<file path="config.mk">
export PLATFORM = sky130hd
export DESIGN_NAME = multicycle_ctrl
export DESIGN_NICKNAME = d
export VERILOG_FILES = /design/src/rtl/mips_ctrl_pkg.sv /design/src/rtl/mem_wait_timer.sv /design/src/rtl/multicycle_ctrl.sv
export SDC_FILE = /design/constraint.sdc
export NUM_CORES = 1
export LEC_CHECK = 0
export BUFFER_PORTS_ARGS = -buffer_cell sky130_fd_sc_hd__buf_4
export CAP_MARGIN = 20
export CORE_MARGIN = 4
export CORE_UTILIZATION = 48
export DETAILED_ROUTE_END_ITERATION = 16
export PLACE_DENSITY = 0.77
export SETUP_SLACK_MARGIN = 0.05
export SLEW_MARGIN = 20
export SYNTH_ARGS = -nofsm -noshare
export SYNTH_HDL_FRONTEND = slang
export SYNTH_SLANG_ARGS = --single-unit
</file>
<file path="constraint.sdc">
create_clock -name Clk -period 2.2 [get_ports Clk]
set_clock_uncertainty 0.2 [all_clocks]
set_input_delay 0.11 -clock Clk [delete_from_list [all_inputs] [get_ports Clk]]
set_output_delay 0.11 -clock Clk [all_outputs]
set_load 0.02 [all_outputs]
</file>
<file path="src/rtl/mips_ctrl_pkg.sv">
// Shared constants for the multicycle MIPS controller: opcodes, state encoding
// and the datapath select codes driven onto ALUOp, ALUSrcB and PCSource.
package mips_ctrl_pkg;

  localparam logic [5:0] OP_RTYPE = 6'h00;
  localparam logic [5:0] OP_J     = 6'h02;
  localparam logic [5:0] OP_BEQ   = 6'h04;
  localparam logic [5:0] OP_ADDI  = 6'h08;
  localparam logic [5:0] OP_LW    = 6'h23;
  localparam logic [5:0] OP_SW    = 6'h2B;

  typedef enum logic [3:0] {
    S_FETCH     = 4'd0,
    S_DECODE    = 4'd1,
    S_MEM_ADDR  = 4'd2,
    S_MEM_RD    = 4'd3,
    S_MEM_WB    = 4'd4,
    S_MEM_WR    = 4'd5,
    S_R_EXEC    = 4'd6,
    S_R_WB      = 4'd7,
    S_BRANCH    = 4'd8,
    S_JUMP      = 4'd9,
    S_ADDI_EXEC = 4'd10,
    S_ADDI_WB   = 4'd11,
    S_TRAP      = 4'd12
  } state_t;

  localparam logic [1:0] ALUOP_ADD   = 2'd0;
  localparam logic [1:0] ALUOP_SUB   = 2'd1;
  localparam logic [1:0] ALUOP_FUNCT = 2'd2;

  localparam logic [1:0] SRCB_RT     = 2'd0;
  localparam logic [1:0] SRCB_FOUR   = 2'd1;
  localparam logic [1:0] SRCB_IMM    = 2'd2;
  localparam logic [1:0] SRCB_IMM_SH = 2'd3;

  localparam logic [1:0] PCSRC_ALU    = 2'd0;
  localparam logic [1:0] PCSRC_ALUOUT = 2'd1;
  localparam logic [1:0] PCSRC_JUMP   = 2'd2;

endpackage

</file>
<file path="src/rtl/mem_wait_timer.sv">
// Counts memory wait cycles; expired flags the last cycle allowed before the
// controller gives up on a stalled access.
module mem_wait_timer #(
  parameter int MEM_TIMEOUT = 16
) (
  input  logic clk,
  input  logic clear,
  input  logic enable,
  output logic expired
);

  localparam int CW = $clog2(MEM_TIMEOUT + 1);

  logic [CW-1:0] count;

  // Saturating at the limit keeps the counter from wrapping if the FSM lingers.
  always_ff @(posedge clk) begin
    if (clear) begin
      count <= '0;
    end else if (enable && !expired) begin
      count <= count + CW'(1);
    end
  end

  assign expired = (count == CW'(MEM_TIMEOUT - 1));

endmodule

</file>
<file path="src/rtl/multicycle_ctrl.sv">
// Moore controller sequencing the shared multicycle MIPS datapath, with
// handshaked memory accesses, a stall timeout and a retired-instruction count.
module multicycle_ctrl
  import mips_ctrl_pkg::*;
#(
  parameter int MEM_TIMEOUT = 16,
  parameter int CNT_W       = 32
) (
  input  logic             Clk,
  input  logic             Rst,
  input  logic [5:0]       Opcode,
  input  logic             Zero,
  input  logic             MemReady,
  output logic             PCWrite,
  output logic             PCWriteCond,
  output logic             IorD,
  output logic             MemRead,
  output logic             MemWrite,
  output logic             IRWrite,
  output logic             MemToReg,
  output logic             RegDst,
  output logic             RegWrite,
  output logic             ALUSrcA,
  output logic [1:0]       ALUSrcB,
  output logic [1:0]       ALUOp,
  output logic [1:0]       PCSource,
  output logic [3:0]       State,
  output logic             Trap,
  output logic [CNT_W-1:0] RetiredCnt
);

  state_t state;
  logic   in_wait;
  logic   expired;
  logic   unused_zero;

  // The branch decision is taken by the datapath from PCWriteCond and Zero.
  assign unused_zero = Zero;

  assign in_wait = (state == S_FETCH) || (state == S_MEM_RD) || (state == S_MEM_WR);

  // Leaving a wait state always coincides with MemReady, so clearing then
  // guarantees a fresh count on every entry.
  mem_wait_timer #(.MEM_TIMEOUT(MEM_TIMEOUT)) u_timer (
    .clk     (Clk),
    .clear   (Rst || !in_wait || MemReady),
    .enable  (in_wait && !MemReady),
    .expired (expired)
  );

  always_ff @(posedge Clk) begin
    if (Rst) begin
      state      <= S_FETCH;
      RetiredCnt <= '0;
    end else begin
      case (state)
        S_FETCH: begin
          if (MemReady)     state <= S_DECODE;
          else if (expired) state <= S_TRAP;
        end
        S_DECODE: begin
          case (Opcode)
            OP_RTYPE:     state <= S_R_EXEC;
            OP_LW, OP_SW: state <= S_MEM_ADDR;
            OP_BEQ:       state <= S_BRANCH;
            OP_J:         state <= S_JUMP;
            OP_ADDI:      state <= S_ADDI_EXEC;
            default:      state <= S_TRAP;
          endcase
        end
        S_MEM_ADDR: begin
          if (Opcode == OP_LW)      state <= S_MEM_RD;
          else if (Opcode == OP_SW) state <= S_MEM_WR;
          else                      state <= S_TRAP;
        end
        S_MEM_RD: begin
          if (MemReady)     state <= S_MEM_WB;
          else if (expired) state <= S_TRAP;
        end
        S_MEM_WR: begin
          if (MemReady) begin
            state      <= S_FETCH;
            RetiredCnt <= RetiredCnt + CNT_W'(1);
          end else if (expired) begin
            state <= S_TRAP;
          end
        end
        S_R_EXEC:    state <= S_R_WB;
        S_ADDI_EXEC: state <= S_ADDI_WB;
        S_MEM_WB, S_R_WB, S_BRANCH, S_JUMP, S_ADDI_WB: begin
          state      <= S_FETCH;
          RetiredCnt <= RetiredCnt + CNT_W'(1);
        end
        S_TRAP:  state <= S_TRAP;
        default: state <= S_TRAP;
      endcase
    end
  end

  always_comb begin
    PCWrite     = 1'b0;
    PCWriteCond = 1'b0;
    IorD        = 1'b0;
    MemRead     = 1'b0;
    MemWrite    = 1'b0;
    IRWrite     = 1'b0;
    MemToReg    = 1'b0;
    RegDst      = 1'b0;
    RegWrite    = 1'b0;
    ALUSrcA     = 1'b0;
    ALUSrcB     = SRCB_RT;
    ALUOp       = ALUOP_ADD;
    PCSource    = PCSRC_ALU;
    case (state)
      S_FETCH: begin
        MemRead = 1'b1;
        ALUSrcB = SRCB_FOUR;
        PCWrite = MemReady;
        IRWrite = MemReady;
      end
      S_DECODE:   ALUSrcB = SRCB_IMM_SH;
      S_MEM_ADDR: begin
        ALUSrcA = 1'b1;
        ALUSrcB = SRCB_IMM;
      end
      S_MEM_RD: begin
        IorD    = 1'b1;
        MemRead = 1'b1;
      end
      S_MEM_WB: begin
        MemToReg = 1'b1;
        RegWrite = 1'b1;
      end
      S_MEM_WR: begin
        IorD     = 1'b1;
        MemWrite = 1'b1;
      end
      S_R_EXEC: begin
        ALUSrcA = 1'b1;
        ALUOp   = ALUOP_FUNCT;
      end
      S_R_WB: begin
        RegDst   = 1'b1;
        RegWrite = 1'b1;
      end
      S_BRANCH: begin
        ALUSrcA     = 1'b1;
        ALUOp       = ALUOP_SUB;
        PCWriteCond = 1'b1;
        PCSource    = PCSRC_ALUOUT;
      end
      S_JUMP: begin
        PCWrite  = 1'b1;
        PCSource = PCSRC_JUMP;
      end
      S_ADDI_EXEC: begin
        ALUSrcA = 1'b1;
        ALUSrcB = SRCB_IMM;
      end
      S_ADDI_WB: RegWrite = 1'b1;
      default: ;
    endcase
    // Reset must silence every strobe even mid-access.
    if (Rst) begin
      PCWrite     = 1'b0;
      PCWriteCond = 1'b0;
      MemRead     = 1'b0;
      MemWrite    = 1'b0;
      IRWrite     = 1'b0;
      RegWrite    = 1'b0;
    end
  end

  assign State = state;
  assign Trap  = (state == S_TRAP);

endmodule

</file>
==> flow_summary.yaml, run 1 <==
grt:
  overflow: 0
  track_usage_pct: 19.2
  grt_first_pass_wirelength_mm: 10.3
  grt_pass1_vias: 2303
  grt_max_degree: 60
  antenna_found_initial: 0
clock_network:
  cts.path.max_buffers: 2
  clk_latency_ps: 290
  cts.sinks: 41
  clk_pin_slew_worst_paths_ps: 80
  cts_inserted_buffers: 5
  htree_levels: 2
  cts_setup_buffers: 0
  clock-root-buffer: "clkbuf_8"
  cts_tree: "built"
setup_path:
  crit_arrival_ps: 2110
  path_cells: "and4bb_1, a2111o_1, buf_12, nor4_1, mux2_2"
  crit_path_end_kind: "flop"
  path_class: "reg -> reg"
  crit_slowest_cell: "mux2_2"
  worstPathBufferInverterCount: 1
  crit_fanout: 45
  cpLargestDelayFamily: "simple AND/OR/NAND/NOR gates"
  start_kind: "flop"
  cp_slowest_stage_delay_ps: 370
  required_ps: 2180
synth:
  yosysUniqueCellTypes: 48
  synth_nets: 342
  synth-seq-area-share_pct: 31.9
  synth_top_flop_cell: "dfxtp_1"
  ys_async_sr_fraction_pct: 0
  syn_area_per_cell_um2: 7.83
  synth_cells: 329
  synth_edf_count: 0
  ys_ff_latch: 41
  yosys_warnings: 0
  synth_area_mm2: 0.00257
placement:
  port_buffers: 61
  hpwl_mm: 4.37
  place_inst: 447
  place_congestion: 0.908
power:
  p_per_area_mw_per_mm2: 717
  vdd_ir_drop_max_mv: 0.401
  finalPower_w: 0.00238
  p_leak_nw: 1.28
routing:
  post-route-drc-count: 0
  routed_wire_length_per_instance_um: 13.8
  initialDrtViolationCount: 173
  viasPerCell: 5.69
  num_vias: 2595
  firstDrtPassIters: 4
  ant_nets: 0
  drt-total-wl_mm: 6.30
die:
  die_x_um: 81.2
  io_pins: 63
  die-height_um: 81.2
  rows: 26
  die_area_mm2: 0.00660
  start_util_pct: 50.1
  core_mm2: 0.00514
timing:
  hold_viol_final: 0
  finalSetupViolations: 0
  rsz0062_at_grt: "yes"
  slew_headroom_pct: 61.7
  timing.hold.ws_ps: 22.6
  tightest_slew_ps: 575
  fin_crit_ps: 2130
  slew_viol_final: 0
  tns_ps: 0
  clock.fmax_mhz: 470
  post-route-period-util_pct: 96.6
cells_and_area:
  n_antenna_cell: 0
  nets: 398
  n_fill_cell: 457
  layout_common_cells: "buf_4 (76), nor2_1 (42), dfxtp_1 (35), a21oi_1 (19)"
  final_layout_size_suffix_gt1_share_pct: 31.3
  instances_no_fill: 456
  layout_commonest_cell: "buf_4"
  area_growth_pct: 29.0
worst_hold_path:
  holdCritPathClass: "in -> reg"
flow_run:
  drv_cap: 0
status:
  status: "finished, final reports clean"
-- per-stage QoR --
stage                     setup slack (ps)  utilization, %  instance area [um^2]
final                                 73.9            64.6                  3320
after CTS                             80.4            63.6                  3270
after global routing                  16.7            64.6                  3320
after floorplan                       25.9               -                  2610
after detailed placement               102            61.1                  3140
after global placement                 126            61.1                  3140
-- area by class of cell --
class                           count  area (um^2)  area share (%)
Sequential cell                    41          828            24.9
Tap cell                           70         87.6            2.64
Multi-Input combinational cell    249         1650            49.7
Inverter                           10         37.5            1.13
Timing Repair Buffer               78          601            18.1
Clock inverter                      1         30.0           0.904
Clock buffer                        7         86.3            2.60
-- cell usage after synthesis, drive strengths merged (3+ instances only) --
cell type | count | area, um^2
and2 | 4 | 25.0
o21ai | 7 | 35.0
clkbuf | 16 | 60.1
inv | 10 | 37.5
xor2 | 3 | 26.3
a21oi | 19 | 95.1
ha | 3 | 37.5
xnor2 | 3 | 26.3
nor3 | 16 | 80.1
o31ai | 10 | 75.1
and3 | 7 | 43.8
nand4 | 10 | 62.6
and4 | 5 | 43.8
dfxtp | 41 | 821
or3 | 3 | 18.8
mux2 | 18 | 203
nand2 | 14 | 52.6
or4 | 10 | 75.1
nor2 | 42 | 158
nor4 | 18 | 113
buf | 13 | 77.6
nand3 | 8 | 40.0
nand2b | 5 | 31.3
nor2b | 18 | 113
-- kinds of logic (layout without fill, tap and decap cells) --
logic type	count (synthesis)	after routing	synth area share [%]
flops	41	41	31.9
compound gates	53	53	13.6
xor+xnor	6	6	2.04
fa+ha+maj	3	3	1.46
mux	20	20	8.65
buf+inv	39	96	6.80
simple gates	167	167	35.6
-- registers in the layout (all words and copies together), names as in the netlist --
register,count
RetiredCnt,32
State,4
u_timer.count,5
-- per-layer routing --
| metal | vias up | global-route usage (%) | wire length (um) |
|---|---|---|---|
| met1 | 1211 | 25.1 | 2920 |
| met2 | 64 | 33.2 | 3020 |
| met5 | - | 0 | 0 |
| li1 | 1313 | - | - |
| met3 | 7 | 3.33 | 302 |
| met4 | 0 | 4.05 | 60 |
-- worst register-to-register path: cells and delay by family, from the launching register on --
family	cells	cell delay, ps
AO/OA/AOI/OAI	1	330
buffers and inverters	1	190
flip-flops	1	340
multiplexers	1	370
AND/OR/NAND/NOR	2	590
-- where the power goes --
group	total, W	leakage [nW]	switching (W)	internal, W
clock network	0.000621	0.0585	0.000251	0.000370
registers	0.000823	0.334	0.0000430	0.000780
logic	0.000936	0.891	0.000573	0.000363
total	0.00238	1.28	0.000867	0.00151
-- timing repair --
item	CTS	global route
endpoints found under the setup margin	0	14
hold endpoints to repair	1	0
resized for setup	0	11
hold buffers	1	0
-- final timing paths --
kind / start / to / slack [ps] / cells after the start
worst max-delay path: State[0] / RetiredCnt[31] / 70 / 5
worst min-delay path: Opcode[4] / State[2] / 20 / 5
worst max register to register: State[0] / RetiredCnt[31] / 70 / 5
worst min register to register: RetiredCnt[9] / RetiredCnt[9] / 290 / 2
No activity file was read; power rests on OpenSTA's default activity.
==> run 2: changes to the inputs <==
Settings changed: BUFFER_PORTS_ARGS -buffer_cell sky130_fd_sc_hd__buf_4 to -buffer_cell sky130_fd_sc_hd__buf_2, CORE_UTILIZATION 48 to 54, PLACE_DENSITY 0.77 to 0.82.
Clock period 2.2 ns to 2.4 ns, I/O delays scaled along.
==> flow_summary.yaml, run 2 (synthesis gave the netlist of run 1 again) <==
power:
  power_frac_clock_pct: 22.1
  p_leak_nw: 1.24
  share_seq_of_total_power_pct: 38.7
  pwr-share-comb_pct: 39.2
  p_switching_w: 0.000753
  p_sw_share_pct: 39.0
  vdd_ir_drop_max_mv: 0.324
  p_per_area_mw_per_mm2: 641
  finalPower_w: 0.00193
  internal_power_w: 0.00118
cells_and_area:
  n_fill_cell: 371
  final_layout_size_suffix_gt1_share_pct: 26.2
  largest_register_ffs: 32
  nets: 394
  instances_no_fill: 434
  multi_input_area_mm2: 0.00159
  top_register: "RetiredCnt"
  seqCellArea_um2: 821
  layout_commonest_cell: "buf_2"
  area_growth_pct: 17.1
  layout_common_cells: "buf_2 (61), nor2_1 (42), dfxtp_1 (41), a21oi_1 (19)"
  n_antenna_cell: 0
routing:
  initialDrtViolationCount: 190
  viasPerCell: 5.88
  wl_met1_mm: 2.74
  drt-total-wl_mm: 5.84
  highest_layer: "met4"
  firstDrtPassIters: 4
  wl_met3_um: 327
  met2_length_mm: 2.71
  num_vias: 2553
  routed_wire_length_per_instance_um: 13.5
  ant_nets: 0
  post-route-drc-count: 0
setup_path:
  path_class: "reg -> reg"
  crit_fanout: 45
  crit_arrival_ps: 2110
  required_ps: 2370
  start_kind: "flop"
  crit_path_end_kind: "flop"
grt:
  grt_first_pass_wirelength_mm: 10.3
  track_usage_pct: 20.3
  antenna_found_initial: 0
  overflow: 0
  grt_pass1_vias: 2264
  grt_max_degree: 46
clock_network:
  clk_pin_slew_worst_paths_ps: 70
  cts_inserted_buffers: 5
  cts_tree: "built"
  clk_latency_ps: 290
  clock-root-buffer: "clkbuf_8"
  cts.path.max_buffers: 2
  htree_levels: 2
  cts.sinks: 41
timing:
  slew_viol_final: 0
  clock.fmax_mhz: 467
  tns_ps: 0
  fin_crit_ps: 2140
  finalSetupViolations: 0
  rsz0062_at_grt: "no"
  layout_setup_ws_ps: 261
  tightest_slew_ps: 756
  timing.hold.ws_ps: 60.9
  slew_headroom_pct: 49.6
  post-route-period-util_pct: 89.1
  hold_viol_final: 0
placement:
  pre_cts_slack_ps: 119
  hpwl_mm: 4.18
  place_inst: 425
  port_buffers: 61
  place_congestion: 0.863
die:
  die_area_mm2: 0.00594
  start_util_pct: 57.6
  die_x_um: 77.1
  die-height_um: 77.1
  core_mm2: 0.00447
  io_pins: 63
  rows: 24
worst_hold_path:
  holdCritPathClass: "in -> reg"
flow_run:
  drv_cap: 0
status:
  status: "finished, final reports clean"
run 2: cell type report:
class / instances / area share, %
multi-input combinational: 249 / 52.8
tap: 52 / 2.16
inverter: 10 / 1.24
sequential: 41 / 27.2
clock inverter: 2 / 0.332
clock buffer: 6 / 2.41
timing repair buffer: 74 / 13.9
run 2: metal layers:
layer,vias up,track usage (%)
met4,0,4.80
li1,1310,-
met5,-,0
met3,9,3.63
met1,1161,27.4
met2,73,33.6
run 2: what timing repair did:
item,CTS,global route
hold endpoints to repair,1,0
endpoints found under the setup margin,0,1
buffers inserted,0,0
hold buffers,1,0
resized for setup,0,3
run 2: power groups by stage:
stage	registers, W	logic (W)	clock network (W)
detailed placement	0.000765	0.000754	0
floorplan	0.000794	0.000558	0
CTS	0.000749	0.000759	0.000440
finish	0.000748	0.000757	0.000428
global route	0.000756	0.000837	0.000470
global placement	0.000762	0.000738	0
run 2: worst paths after layout:
path                           end             start  slack (ps)  cells past startpoint
setup / recovery    RetiredCnt[23]          State[1]         260                      5
hold / removal            State[2]         Opcode[4]          60                      5
setup reg to reg    RetiredCnt[23]          State[1]         260                      5
hold reg to reg   u_timer.count[4]  u_timer.count[4]         300                      2
run 2: stage by stage:
step                      util (%)  area [um^2]
after global placement        65.0         2910
final                         67.4         3020
after global routing          67.4         3020
after detailed placement      65.0         2910
after floorplan                  -         2570
after CTS                     67.1         3000
run 2: worst max-delay path: stages (launching register included):
cell and delay [ps]:
dfxtp_1 330, nor2b_1 150, a2111o_1 430, buf_12 190, nor4_1 340, mux2_2 370
==> run 3: changes to the inputs <==
Settings changed: CAP_MARGIN 20 to not set.
Clock period 2.4 ns to 2.1 ns, I/O delays scaled along.
==> flow_summary.yaml, run 3 (synthesis gave the netlist of run 1 again) <==
grt:
  antenna_found_initial: 0
  overflow: 0
  track_usage_pct: 21.2
  grt_max_degree: 38
  grt_pass1_vias: 2414
  grt_first_pass_wirelength_mm: 10.8
  grtUsageMet1_pct: 28.2
  met2_usage_pct: 35.8
  top_usage_layer: "met2"
  grt_util_met3_pct: 3.51
setup_path:
  crit_fanout: 23
  crit_path_end_kind: "flop"
  start_kind: "flop"
  crit_arrival_ps: 2090
  required_ps: 2070
  path_class: "reg -> reg"
cells_and_area:
  largest_register_ffs: 32
  seqCellArea_um2: 835
  top_register: "RetiredCnt"
  n_fill_cell: 342
  multi_input_area_mm2: 0.00172
  n_antenna_cell: 0
  area_growth_pct: 26.1
  fin_util_pct: 72.6
  layout_common_cells: "buf_2 (61), nor2_1 (42), dfxtp_1 (34), buf_4 (19), nor2b_1 (18)"
  layout_commonest_cell: "buf_2"
  final_layout_size_suffix_gt1_share_pct: 34.4
  instances_no_fill: 442
  nets: 403
timing:
  finalSetupViolations: 1
  tns_ps: -10.7
  slew_headroom_pct: 55.8
  post-route-period-util_pct: 101
  layout_setup_ws_ps: -10.7
  hold_viol_final: 0
  clock.fmax_mhz: 474
  fin_crit_ps: 2110
  tightest_slew_ps: 663
  slew_viol_final: 0
  timing.hold.ws_ps: 34.4
  rsz0062_at_grt: "yes"
flow_run:
  drv_cap: 0
clock_network:
  cts_tree: "built"
  clk_latency_ps: 290
  htree_levels: 2
  cts.sinks: 41
  cts.path.max_buffers: 2
  cts_setup_buffers: 0
  clock-root-buffer: "clkbuf_8"
  cts_inserted_buffers: 5
  clk_pin_slew_worst_paths_ps: 70
die:
  die_x_um: 77.1
  start_util_pct: 57.6
  die_area_mm2: 0.00594
  io_pins: 63
  rows: 24
  core_mm2: 0.00447
  die-height_um: 77.1
routing:
  firstDrtPassIters: 4
  drt-total-wl_mm: 6.45
  initialDrtViolationCount: 188
  post-route-drc-count: 0
  routed_wire_length_per_instance_um: 14.6
  num_vias: 2682
  ant_nets: 0
  viasPerCell: 6.07
status:
  violations: "negative setup slack"
  status: "finished with violations"
worst_hold_path:
  holdCritPathClass: "in -> reg"
placement:
  place_congestion: 0.880
  hpwl_mm: 4.40
  port_buffers: 61
  place_inst: 433
power:
  p_leak_nw: 1.34
  p_per_area_mw_per_mm2: 727
  finalPower_w: 0.00236
  vdd_ir_drop_max_mv: 0.364
run 3: changes by cell type in the layout (fill, tap and decap cells not counted), moves of 3 or more:
cell,change
a21oi_1,-3
nor4_4,+3
nor4_1,-14
dfxtp_1,-7
buf_4,+8
nor4_2,+11
dfxtp_2,+5
a21oi_2,+3
run 3: worst paths after layout:
path,start,endpoint,slack (ps),depth (start not counted)
max,State[0],RetiredCnt[19],-10,5
min,Opcode[4],State[2],30,5
max reg2reg,State[0],RetiredCnt[19],-10,5
min reg2reg,RetiredCnt[10],RetiredCnt[10],280,2
run 3: worst max-delay path, stage by stage (launching register included):
cell and delay (ps):
dfxtp_2 340, and4bb_1 220, a2111o_1 360, buf_12 190, nor4_1 310, mux2_2 380
run 3: cell type report:
| class | instances | area share [%] |
|---|---|---|
| multi-input combinational | 249 | 53.0 |
| inverter | 10 | 1.16 |
| sequential | 41 | 25.7 |
| clock buffer | 6 | 2.24 |
| clock inverter | 1 | 0.154 |
| timing repair buffer | 83 | 15.7 |
| tap | 52 | 2.00 |
run 3: metal layers:
layer  part of all wire, %  routed length (um)
met1                    47                3000
met2                    47                3040
met3                   5.2                 338
met4                  0.98                  63
met5                     0                   0
run 3: per-stage QoR:
stage          setup slack, ps  area, um^2
3_3_place_gp              41.5        3010
4_1_cts                   15.0        3160
6_report                 -10.7        3250
5_1_grt                  -40.1        3250
2_1_floorplan            -71.4        2640
3_5_place_dp             -13.9        3010
run 3: what timing repair did:
item                                    in CTS  in global routing
endpoints found under the hold margin        1                  0
endpoints found under the setup margin      13                 29
hold buffers                                 1                  0
gates cloned                                 1                  0
resized for setup                            4                 18
pin swaps                                    0                  1
run 3: where the power goes:
group | switching (W) | total (W) | internal [W]
logic | 0.000631 | 0.00103 | 0.000396
registers | 0.0000408 | 0.000856 | 0.000815
clock network | 0.000252 | 0.000478 | 0.000226
total | 0.000924 | 0.00236 | 0.00144
